==> src/rtl/pser_tx_fifo.sv <==
// Parallel-to-serial transmitter: item FIFO feeding a framed serial shifter.
// Frame = one all-ones start beat, BEATS data beats (LSB first across LANES), one zero stop beat.
module pser_tx_fifo #(
    parameter int unsigned WIDTH = 40,
    parameter int unsigned DEPTH = 8,
    parameter int unsigned LANES = 1
) (
    input  logic                     clk,
    input  logic                     reset,
    input  logic                     en,
    input  logic                     req,
    input  logic [WIDTH-1:0]         parallel_in,
    output logic                     tx_busy,
    output logic [$clog2(DEPTH):0]   fifo_count,
    output logic                     overflow,
    input  logic                     channel_busy,
    output logic [LANES-1:0]         serial_out,
    output logic                     frame_active,
    output logic                     frame_done
);

    localparam int unsigned BEATS  = WIDTH / LANES;
    localparam int unsigned PTR_W  = $clog2(DEPTH);
    localparam int unsigned CNT_W  = PTR_W + 1;
    localparam int unsigned BEAT_W = (BEATS > 1) ? $clog2(BEATS) : 1;

    localparam logic [1:0] S_IDLE  = 2'd0;
    localparam logic [1:0] S_START = 2'd1;
    localparam logic [1:0] S_SHIFT = 2'd2;
    localparam logic [1:0] S_STOP  = 2'd3;

    // FIFO storage and bookkeeping
    logic [WIDTH-1:0] mem_q [DEPTH];
    logic [PTR_W-1:0] wr_ptr_q, wr_ptr_d;
    logic [PTR_W-1:0] rd_ptr_q, rd_ptr_d;
    logic [CNT_W-1:0] count_q, count_d;
    logic             overflow_q, overflow_d;
    logic             push_c;
    logic             pop_c;

    // Serializer state
    logic [1:0]       state_q, state_d;
    logic [WIDTH-1:0] shift_q, shift_d;
    logic [BEAT_W-1:0] beat_q, beat_d;
    logic [LANES-1:0] serial_out_q, serial_out_d;
    logic             frame_active_q, frame_active_d;
    logic             frame_done_q, frame_done_d;
    logic             start_ok_c;

    // Full flag comes straight from the count so a same-edge pop never frees a slot early
    assign tx_busy    = (count_q == CNT_W'(DEPTH));
    assign push_c     = req && !tx_busy;
    assign start_ok_c = (count_q != '0) && en && !channel_busy;

    assign fifo_count   = count_q;
    assign overflow     = overflow_q;
    assign serial_out   = serial_out_q;
    assign frame_active = frame_active_q;
    assign frame_done   = frame_done_q;

    // FIFO pointer, count and sticky overflow next-state
    always_comb begin
        wr_ptr_d   = wr_ptr_q;
        rd_ptr_d   = rd_ptr_q;
        count_d    = count_q;
        overflow_d = overflow_q || (req && tx_busy);
        if (push_c) begin
            wr_ptr_d = wr_ptr_q + PTR_W'(1);
        end
        if (pop_c) begin
            rd_ptr_d = rd_ptr_q + PTR_W'(1);
        end
        case ({push_c, pop_c})
            2'b10:   count_d = count_q + CNT_W'(1);
            2'b01:   count_d = count_q - CNT_W'(1);
            default: count_d = count_q;
        endcase
    end

    // FIFO control registers
    always_ff @(posedge clk or posedge reset) begin
        if (reset) begin
            wr_ptr_q   <= '0;
            rd_ptr_q   <= '0;
            count_q    <= '0;
            overflow_q <= 1'b0;
        end else begin
            wr_ptr_q   <= wr_ptr_d;
            rd_ptr_q   <= rd_ptr_d;
            count_q    <= count_d;
            overflow_q <= overflow_d;
        end
    end

    // FIFO storage; contents need no reset since pointers define validity
    always_ff @(posedge clk) begin
        if (push_c) begin
            mem_q[wr_ptr_q] <= parallel_in;
        end
    end

    // Frame sequencer next-state and registered-output values
    always_comb begin
        state_d        = state_q;
        shift_d        = shift_q;
        beat_d         = beat_q;
        serial_out_d   = '0;
        frame_active_d = 1'b0;
        frame_done_d   = 1'b0;
        pop_c          = 1'b0;
        case (state_q)
            S_IDLE, S_STOP: begin
                if (start_ok_c) begin
                    state_d        = S_START;
                    pop_c          = 1'b1;
                    shift_d        = mem_q[rd_ptr_q];
                    beat_d         = '0;
                    serial_out_d   = '1;
                    frame_active_d = 1'b1;
                end else begin
                    state_d = S_IDLE;
                end
            end
            S_START: begin
                state_d        = S_SHIFT;
                serial_out_d   = shift_q[LANES-1:0];
                shift_d        = shift_q >> LANES;
                beat_d         = '0;
                frame_active_d = 1'b1;
            end
            S_SHIFT: begin
                if (beat_q == BEAT_W'(BEATS - 1)) begin
                    state_d      = S_STOP;
                    frame_done_d = 1'b1;
                end else begin
                    serial_out_d   = shift_q[LANES-1:0];
                    shift_d        = shift_q >> LANES;
                    beat_d         = beat_q + BEAT_W'(1);
                    frame_active_d = 1'b1;
                end
            end
            default: begin
                state_d = S_IDLE;
            end
        endcase
    end

    // Frame sequencer state and output registers
    always_ff @(posedge clk or posedge reset) begin
        if (reset) begin
            state_q        <= S_IDLE;
            shift_q        <= '0;
            beat_q         <= '0;
            serial_out_q   <= '0;
            frame_active_q <= 1'b0;
            frame_done_q   <= 1'b0;
        end else begin
            state_q        <= state_d;
            shift_q        <= shift_d;
            beat_q         <= beat_d;
            serial_out_q   <= serial_out_d;
            frame_active_q <= frame_active_d;
            frame_done_q   <= frame_done_d;
        end
    end

endmodule

==> config.mk <==
export PLATFORM = sky130hd
export DESIGN_NAME = pser_tx_fifo
export DESIGN_NICKNAME = d
export VERILOG_FILES = /design/src/rtl/pser_tx_fifo.sv
export SDC_FILE = /design/constraint.sdc
export NUM_CORES = 1
export LEC_CHECK = 0
export BUFFER_PORTS_ARGS = -buffer_cell sky130_fd_sc_hd__buf_2
export CAP_MARGIN = 5
export CORE_UTILIZATION = 55
export CTS_CLUSTER_DIAMETER = 40
export DETAILED_ROUTE_END_ITERATION = 12
export GPL_TIMING_DRIVEN = 0
export PLACE_DENSITY_LB_ADDON = 0.2
export REMOVE_ABC_BUFFERS = 1
export SLEW_MARGIN = 40
export SYNTH_ARGS = -nofsm -noshare
export SYNTH_HDL_FRONTEND = slang
export SYNTH_SLANG_ARGS = --single-unit
==> constraint.sdc <==
create_clock -name clk -period 4 [get_ports clk]
set_input_delay 0.2 -clock clk [delete_from_list [all_inputs] [get_ports clk]]
set_output_delay 0.2 -clock clk [all_outputs]
set_load 0.02 [all_outputs]
# ---- Word level (Yosys, flattened, before mapping)
# Memories as Yosys holds them, arrays and structs flattened.
# Cells that the tools add are included.
dict set report op_classes {
  add_sub_neg 5
  eq_ne 10
  mux 20
  reduce_logical 12
}
# operator n
set ops {}
lappend ops {{case mux 40 bit (3 select lines)} 1}
lappend ops {{2-to-1 mux 40 bit} 2}
lappend ops {{case mux 6 bit (3 select lines)} 1}
lappend ops {{2-to-1 mux 6 bit} 2}
lappend ops {{2-to-1 mux 1 bit} 9}
lappend ops {{case mux 4 bit (2 select lines)} 1}
lappend ops {{adder 3 x 1 -> 3 bit, second input constant} 2}
lappend ops {{adder 6 x 1 -> 6 bit, second input constant} 1}
lappend ops {{== test 2 bit, second input constant} 3}
lappend ops {{== test 6 bit, second input constant} 1}
lappend ops {{!= test 2 bit, second input constant} 3}
lappend ops {{case mux 1 bit (3 select lines)} 2}
lappend ops {{case mux 2 bit (3 select lines)} 1}
lappend ops {{adder 4 x 1 -> 4 bit, second input constant} 1}
lappend ops {{== test 2 x 1 -> 1 bit, second input constant} 2}
lappend ops {{== test 4 bit, second input constant} 1}
lappend ops {{logical AND 1 bit} 4}
lappend ops {{nonzero test 4 bit} 1}
lappend ops {{subtractor 4 x 1 -> 4 bit, second input constant} 1}
lappend ops {{zero test 1 bit} 2}
lappend ops {{zero test 2 bit} 1}
lappend ops {{2-to-1 mux 2 bit} 1}
lappend ops {{AND reduction 2 bit} 1}
lappend ops {{nonzero test 2 bit} 1}
lappend ops {{other kinds (2)} 2}
dict set report word_totals {
  reg_bits 62
  ram_bits 320
  input_bits 45
  out_inout_bits 9
  elab_cells 58
  mem_count 1
}
# memory depth word_bits rd rd_clocked_by_memory_dff write_ports line
set memory_table {}
lappend memory_table {mem_q 8 40 1 0 1 33} ;# logic [WIDTH-1:0] mem_q [DEPTH];

# ---- Depth between registers and ports, before layout
# Gate-level depths: netlist of the first run.
dict set report depth {
  depth_word 7
  mapped_depth 12
  depth_no_buf 11
}

# ---- Worst setup path after synthesis of the first run
# OpenSTA, ideal clock, no wires.
dict set report synth_path {
  path_kind {reg2reg}
  start {register count_q[1], in the netlist fifo_count[1]}
  end {memory mem_q[0][0], enable pin}
  setup_ns 0.487
  arrival_time_ns 3.991
  t_required_ns 3.513
  path_slack_ns -0.478
  stages_incl_launch_ff 6
  path_buffers 1
  synth_period_minus_slack_ns 4.478
  path_cell_list {dfrtp_1 buf_2 nor4b_1 nor2b_1 nand2b_1 nor3_1}
}
dict set report synth_via {
  elab_chain_len 5
}
# element line
set synth_rtl {}
lappend synth_rtl {{start: declaration} 36} ;# logic [CNT_W-1:0] count_q, count_d;
lappend synth_rtl {{start signal: assignment} 90} ;# count_q <= count_d;
lappend synth_rtl {{== test 4 bit} 51} ;# assign tx_busy = (count_q == CNT_W'(DEPTH));
lappend synth_rtl {{net tx_busy} 13} ;# output logic tx_busy,
lappend synth_rtl {{zero test 1 bit} 52} ;# assign push_c = req && !tx_busy;
lappend synth_rtl {{logical AND 1 bit} 52}
lappend synth_rtl {{2-to-1 mux 1 bit} 97} ;# if (push_c) begin
lappend synth_rtl {{2-to-1 mux 1 bit (not written as such)} 98} ;# mem_q[wr_ptr_q] <= parallel_in;
lappend synth_rtl {{end: declaration} 33}
# The timed path passes the listed nets, and every way through them passes these cells.

# ---- Worst setup path after layout of the first run
dict set report layout_path {
  start {register state_q[0]}
  end {register count_q[2], in the netlist fifo_count[2]}
}
dict set report layout_via {
  elab_chain_len 5
  elab_cells_between_ends 8
  cone_classes {3 x eq/ne; 2 x mux; 3 x reduce/logical}
}
# element line
set layout_rtl {}
lappend layout_rtl {{start: declaration} 42} ;# logic [1:0] state_q, state_d;
lappend layout_rtl {{start signal: assignment} 158} ;# state_q <= state_d;
lappend layout_rtl {{== test 2 bit or zero test 2 bit (tied branches)} 111} ;# case (state_q)
lappend layout_rtl {{OR reduction 2 bit *} 111}
lappend layout_rtl {{2-to-1 mux 1 bit *} 111}
lappend layout_rtl {{net pop_c} 39} ;# logic pop_c;
lappend layout_rtl {{== test 2 x 1 -> 1 bit or == test 2 bit (tied branches)} 73} ;# case ({push_c, pop_c})
lappend layout_rtl {{case mux 4 bit (2 select lines) or nonzero test 2 bit (tied branches)} n/a}
# Mark *: on every way through the listed nets, which the timed path passes. The rest lies on a longest branch.
# A chain may end at the register's enable or synchronous reset.

==> results by group, run 1 <==
Detailed routing
  – Per-cell routed wire length: 23.07 µm
  – Routed WL: 31.63 mm
  – DRT antenna net count: 0
  – Drt pass-1 iters: 5
  – Vias per inst: 6.032
  – Drt drc: 0
  – Via Count: 8,270
  – Initial DRC count: 649

Global route
  – Initial antenna violation count: 0
  – Pin count of the biggest net entering global routing: 45
  – Vias in the first global route: 8,603
  – Routing usage on met1: 0.3280
  – GR Util met3: 0.04537
  – GRT Util Overall: 0.2343
  – Grt ovf: 0
  – First-pass GRT wire length: 49.52 mm
  – Met2 usage: 0.3793
  – Grt peak-use layer: met2

Timing
  – Final Hold Viols: 0
  – Min Clock Period, post-route: 3.533 ns
  – Setup violators final: 0
  – Skew final: 0.01125 ns
  – Max transition margin: 0.4648
  – Worst Tran Pin Value: 0.8009 ns
  – Final period util: 0.8833
  – Pins over their slew limit: 0
  – FMAX: 283.0 MHz
  – RSZ-0062 raised after global routing: no

Power and ir drop
  – Total power: 14.01 mW
  – Pwr/cell area: 761.3 nW/µm²
  – Leak pwr: 6.588 nW
  – VDD IR max: 0.3776 mV

Synth
  – Post-synthesis cell type count: 49
  – Mapped Cells: 859
  – Main synth FF type: edfxtp_1
  – Post-synth EDFFs: 320
  – Synth Area per Inst: 17.63 µm²
  – Sequential fraction of the synthesis area: 0.7369
  – Ys async rst share: 0.1623
  – Ys Warns: 0
  – Synthesized flop and latch total: 382
  – Mapped Area: 15,150 µm²

Clock tree
  – H-tree Lvls: 2
  – Cts hold-fix bufs: 42
  – CTS resizes: 0
  – Cts bufs inserted: 47
  – Clock Tree Buf Depth: 3
  – Clock sink total: 382
  – Clock-pin slew on the worst setup and hold paths: 0.06 ns
  – Root Driver: clkbuf_16
  – CTS tree: built
  – Clk_lat worst skew: 0.53 ns
  – Post-CTS Setup Inserts: 0

Worst setup path
  – Worst path arrival time: 3.94 ns
  – Critical path required time: 4.41 ns
  – Critical path startpoint category: flop
  – WS Path Type: reg2reg
  – Setup crit end kind: flop
  – Critical Path Fanout Max: 44

Placed design
  – Dpl cells: 1,242
  – Port bufs: 53
  – DP Area: 16,350 µm²
  – RD Place Congestion: 0.7226
  – Hpwl dp: 19.51 mm

Layout
  – Post-layout instance area: 18,400 µm²
  – Final core occ: 0.6827
  – FILL cells: 1,690
  – Nets: 1,045
  – Finished Layout Cells: 1,371
  – Inserted Diodes: 0
  – Layout area overhead: 21.49%
  – Layout cell share with drive strength beyond 1: 0.2369

Floorplanning
  – Row Count: 60
  – Width of the die: 167.9 µm
  – Die area: 28,210 µm²
  – CORE AREA: 26,950 µm²
  – Die Y-Extent: 167.9 µm
  – Initial core utilization: 0.5620
  – I/O pins: 54

Min path
  – Hold WC Path Type: in2async

Status
  – Status: completed

Run
  – # Max-Cap Violations: 0
-- per-layer routing --
| layer | vias up | wire length (µm) |
|---|---|---|
| li1 | 3696 | - |
| met1 | 4206 | 13540 |
| met2 | 312 | 15350 |
| met3 | 56 | 2108 |
| met4 | 0 | 641 |
| met5 | - | 0 |
-- area by class of cell --
class / instances / area [µm²] / area share
Timing Repair Buffer: 138 / 1396 / 0.07589
Tap cell: 341 / 426.7 / 0.02319
Inverter: 7 / 41.29 / 0.002244
Multi-Input combinational cell: 416 / 3734 / 0.2029
Clock inverter: 28 / 326.6 / 0.01775
Clock buffer: 59 / 1304 / 0.07086
Sequential cell: 382 / 11170 / 0.6072
-- Yosys cell counts, drive strengths merged (2+ instances only) --
cell | number | share of area
edfxtp | 320 | 0.63
mux2i | 99 | 0.065
dfrtp | 62 | 0.10
a22oi | 40 | 0.020
mux4 | 40 | 0.059
nand2 | 38 | 0.0094
buf | 35 | 0.015
nor2 | 33 | 0.0087
nand3 | 25 | 0.0083
o21ai | 24 | 0.0079
o211ai | 20 | 0.0099
a31oi | 19 | 0.0078
clkbuf | 19 | 0.0049
o22a | 19 | 0.011
ha | 8 | 0.0066
inv | 6 | 0.0015
a21oi | 5 | 0.0017
nand2b | 5 | 0.0021
nor2b | 4 | 0.0017
nor3 | 4 | 0.0017
xnor2 | 4 | 0.0023
xor2 | 4 | 0.0023
mux2 | 3 | 0.0022
and3 | 2 | 0.00083
nor4 | 2 | 0.0018
o21a | 2 | 0.0011
or4 | 2 | 0.00099
-- cell families after synthesis --
kind of cell | Yosys count | synth area share
DFF | 382 | 0.7369
muxes | 142 | 0.1271
AOI/OAI and AO/OA | 139 | 0.06485
and+or+nand+nor | 119 | 0.03734
buffers and inverters | 61 | 0.02255
xor gates and xnor gates | 8 | 0.004626
adders and majority gates | 8 | 0.006609
-- path summary, 6_finish.rpt --
check | start | endpoint | slack, ns | cells after the start
hold / removal | reset | shift_q[18]$_DFFE_PP0P_ | 0.18 | 3
max in group asynchronous | reset | shift_q[30]$_DFFE_PP0P_ | 3.27 | 4
setup / recovery | state_q[0]$_DFFE_PP0N_ | fifo_count[2]$_DFFE_PP0P_ | 0.47 | 11
min in group clk | en | rd_ptr_q[0]$_DFFE_PP0P_ | 0.34 | 4
hold reg to reg | overflow$_DFF_PP0_ | overflow$_DFF_PP0_ | 0.46 | 1
setup reg to reg | state_q[0]$_DFFE_PP0N_ | fifo_count[2]$_DFFE_PP0P_ | 0.47 | 11
-- cell usage in the layout (no fill, tap or decap), types with 3 or more instances in the layout --
cell type / count
bufinv_16: 5
clkbuf_1: 6
dfrtp_1: 59
buf_12: 5
buf_8: 6
clkinvlp_4: 4
clkbuf_16: 49
clkinv_2: 6
clkinv_4: 4
nor2_4: 9
a22oi_1: 40
dfrtp_4: 3
buf_4: 9
nand3_1: 25
inv_1: 4
o211ai_1: 20
edfxtp_1: 320
nand2_1: 38
o21ai_0: 24
xnor2_1: 4
nor3_2: 3
a31oi_1: 19
nand2b_1: 5
buf_16: 15
mux2i_1: 99
a21oi_1: 5
o22a_1: 19
buf_2: 61
clkbuf_8: 4
inv_8: 3
xor2_1: 4
inv_6: 5
ha_1: 7
nor2_1: 24
mux4_2: 40
dlygate4sd3_1: 42
mux2_2: 3
-- state kept, by name, summed over array words and instances (netlist names) --
signal        count
beat_q            6
wr_ptr_q          3
frame_active      1
mem_q           320
shift_q          40
fifo_count        4
frame_done        1
state_q           2
serial_out        1
rd_ptr_q          3
overflow          1
-- report_power, final --
group / internal, mW / total, mW / switching (mW)
logic: 1.83 / 4.10 / 2.26
registers: 5.10 / 5.61 / 0.513
clock network: 2.67 / 4.30 / 1.63
-- worst max-delay path, stage by stage, from the launching register on --
cell	delay, ns
dfrtp_1	0.35
inv_1	0.06
ha_2	0.81
inv_2	0.41
nor3_2	0.56
ha_1	0.36
xor2_1	0.10
ha_1	0.19
a21oi_1	0.15
xor2_1	0.17
nor2_1	0.07
xor2_1	0.14
-- stage by stage --
step / TNS, ns / hold WS (ns) / setup WS, ns
4_1_cts: 0 / 0.1691 / 0.1838
3_5_place_dp: 0 / 0.1865 / 0.2135
2_1_floorplan: -55.20 / 0.2989 / -0.6278
3_3_place_gp: -662.30 / 0.4139 / -3.610
5_1_grt: 0 / 0.2018 / 0.1443
6_report: 0 / 0.1794 / 0.4669
(Power assumes the default switching activity.)
==> run 2, diff against run 1 <==
CORE_UTILIZATION = 58   (was 55)
CTS_BUF_LIST = sky130_fd_sc_hd__clkbuf_8   (was unset)
==> results by group, run 2 (synthesis results as in run 1) <==
Status
  – Status: completed

Power and ir drop
  – Pwr/cell area: 705.7 nW/µm² (-7.3%)
  – VDD IR max: 0.9628 mV (+150%)
  – Total power: 12.60 mW (-10%)
  – Leak pwr: 6.458 nW (-2.0%)

Layout
  – Finished Layout Cells: 1,387 (+1.2%)
  – Most common cell after layout, fill and taps aside: edfxtp_1
  – Max reg flops: 320 (unchanged)
  – Post-layout instance area: 17,860 µm² (-3.0%)
  – Nets: 1,058 (+1.2%)
  – Layout cell share with drive strength beyond 1: 0.2282 (-0.008674)
  – Layout area overhead: 17.90%
  – Final core occ: 0.7031 (+0.02032)
  – Largest registers: mem_q x320, shift_q x40, beat_q x6
  – FILL cells: 1,614 (-4.5%)
  – Biggest register: mem_q
  – Commonest cells after routing, fill and taps aside: edfxtp_1 (320), mux2i_1 (99), clkbuf_8 (63)

Floorplanning
  – CORE AREA: 25,400 µm² (-5.8%)
  – Initial core utilization: 0.5963 (+0.03433)
  – Die area: 26,760 µm² (-5.1%)
  – Width of the die: 163.6 µm (-2.6%)
  – Die Y-Extent: 163.6 µm (-2.6%)
  – Row Count: 58 (-3.3%)
  – I/O pins: 54 (unchanged)

Timing
  – Worst hold slack: 0.1370 ns (-0.04242 ns)
  – Setup WS post-layout: 0.3098 ns (-0.1571 ns)
  – Max transition margin: 0.4566 (-0.008184)
  – Min Clock Period, post-route: 3.690 ns (+0.1571 ns)
  – Final period util: 0.9225 (+0.03927)
  – Pins over their slew limit: 0 (unchanged)
  – RSZ-0062 raised after global routing: no
  – Skew final: 0.01625 ns (+0.004996 ns)
  – Post-Route Setup TNS: 0 ns (unchanged)
  – FMAX: 271.0 MHz (-4.3%)
  – Setup violators final: 0 (unchanged)
  – Worst Tran Pin Value: 0.8151 ns (+0.01422 ns)
  – Final Hold Viols: 0 (unchanged)

Global route
  – First-pass GRT wire length: 48.68 mm (-1.7%)
  – Vias in the first global route: 8,731 (+1.5%)
  – Pin count of the biggest net entering global routing: 45 (unchanged)
  – Initial antenna violation count: 1 (+1)
  – Grt ovf: 0 (unchanged)
  – GRT Util Overall: 0.2456 (+0.01126)

Clock tree
  – Cts bufs inserted: 59 (+26%)
  – Clock Tree Buf Depth: 3 (unchanged)
  – CTS tree: built
  – Root Driver: clkbuf_8
  – Clock-pin slew on the worst setup and hold paths: 0.06 ns (about the same)
  – H-tree Lvls: 2 (unchanged)
  – Post-CTS Setup Inserts: 0 (unchanged)
  – Clock sink total: 382 (unchanged)
  – Clk_lat worst skew: 0.58 ns (+0.05 ns)

Worst setup path
  – Crit path top cell by count: xor2_1
  – FF-to-FF setup slack: 0.31 ns (-0.16 ns)
  – Critical Path Fanout Max: 44 (unchanged)
  – Cells along the critical path: inv_1 > ha_2 > inv_2 > nor3_2 > ha_1 > xor2_1 > ha_1 > a21oi_1 > xor2_1 > nor2_1 > xor2_1
  – Max stage delay on crit path: 0.84 ns (+0.03 ns)
  – Crit-path slowest cell: ha_2
  – Delay-heaviest family, CP: adder cells
  – Critical path required time: 4.44 ns (+0.03 ns)
  – Setup crit end kind: flop
  – CP bufs+invs: 2 (unchanged)
  – Critical path startpoint category: flop
  – WS Path Type: reg2reg
  – Worst path arrival time: 4.13 ns (+0.19 ns)

Detailed routing
  – Top Layer Used: met4
  – Via Count: 8,358 (+1.1%)
  – Drt pass-1 iters: 5 (unchanged)
  – Met3 wire length: 2.012 mm (-4.6%)
  – Drt drc: 0 (unchanged)
  – Initial DRC count: 676 (+4.2%)
  – Vias per inst: 6.026 (-0.10%)
  – DRT antenna net count: 0 (unchanged)
  – M1 WL: 12.58 mm (-7.1%)
  – Per-cell routed wire length: 22.38 µm (-3.0%)
  – Routed WL: 31.04 mm (-1.9%)
  – Met2 WL post-DR: 15.87 mm (+3.4%)

Placed design
  – Hpwl dp: 19.82 mm (+1.6%)
  – RD Place Congestion: 0.6990 (-3.3%)
  – Pre-CTS setup slack: 0.06864 ns (-0.1449 ns)
  – DP Area: 16,330 µm² (-0.14%)
  – Dpl cells: 1,232 (-0.81%)
  – Port bufs: 53 (unchanged)

Min path
  – Hold WC Path Type: in2async

Run
  – # Max-Cap Violations: 0 (unchanged)
[run 2: cell types whose count changed in the layout (fill, tap and decap cells not counted), moves of 5 or more]
cell and delta:
clkbuf_8 +59, clkbuf_16 -49, inv_1 +31, buf_8 +6
clkbuf_1 -6, inv_6 -5
[run 2: final timing paths]
path / start / end / depth (start not counted)
hold reg to reg: overflow$_DFF_PP0_ / overflow$_DFF_PP0_ / 1
hold / removal: reset / shift_q[33]$_DFFE_PP0P_ / 3
min in group clk: en / rd_ptr_q[0]$_DFFE_PP0P_ / 4
setup reg to reg: state_q[0]$_DFFE_PP0N_ / fifo_count[2]$_DFFE_PP0P_ / 11
setup / recovery: state_q[0]$_DFFE_PP0N_ / fifo_count[2]$_DFFE_PP0P_ / 11
max in group asynchronous: reset / shift_q[38]$_DFFE_PP0P_ / 4
[run 2: layer usage]
| layer | vias up | GRT usage |
|---|---|---|
| met1 | 4262 | 0.3258 |
| met3 | 55 | 0.05003 |
| met5 | - | 0 |
| li1 | 3737 | - |
| met4 | 0 | 0.07071 |
| met2 | 304 | 0.4133 |
[run 2: worst min-delay path, cell delays in order]
cell and delay, ns:
dlygate4sd3_1 0.53, buf_2 0.14, inv_4 0.23
[run 2: where the power goes]
part,leakage (nW),total (mW),switching (mW),internal (mW)
clock network,0.668,2.94,1.42,1.52
registers,3.64,5.59,0.486,5.10
logic,2.15,4.07,2.25,1.82
[run 2: layout make-up]
cell class,instances,area [µm²],share of cell area
sequential,382,11170,0.6256
multi-input combinational,416,3734,0.2091
timing repair buffer,139,1386,0.07763
clock buffer,63,867.1,0.04856
tap,330,412.9,0.02312
clock inverter,49,241.5,0.01352
inverter,7,41.29,0.002312
antenna,1,2.502,0.0001401
[run 2: repair_timing]
item,CTS,global route
resized for setup,0,0
hold buffers,42,0
setup endpoints to repair,0,0
endpoints found under the hold margin,383,0
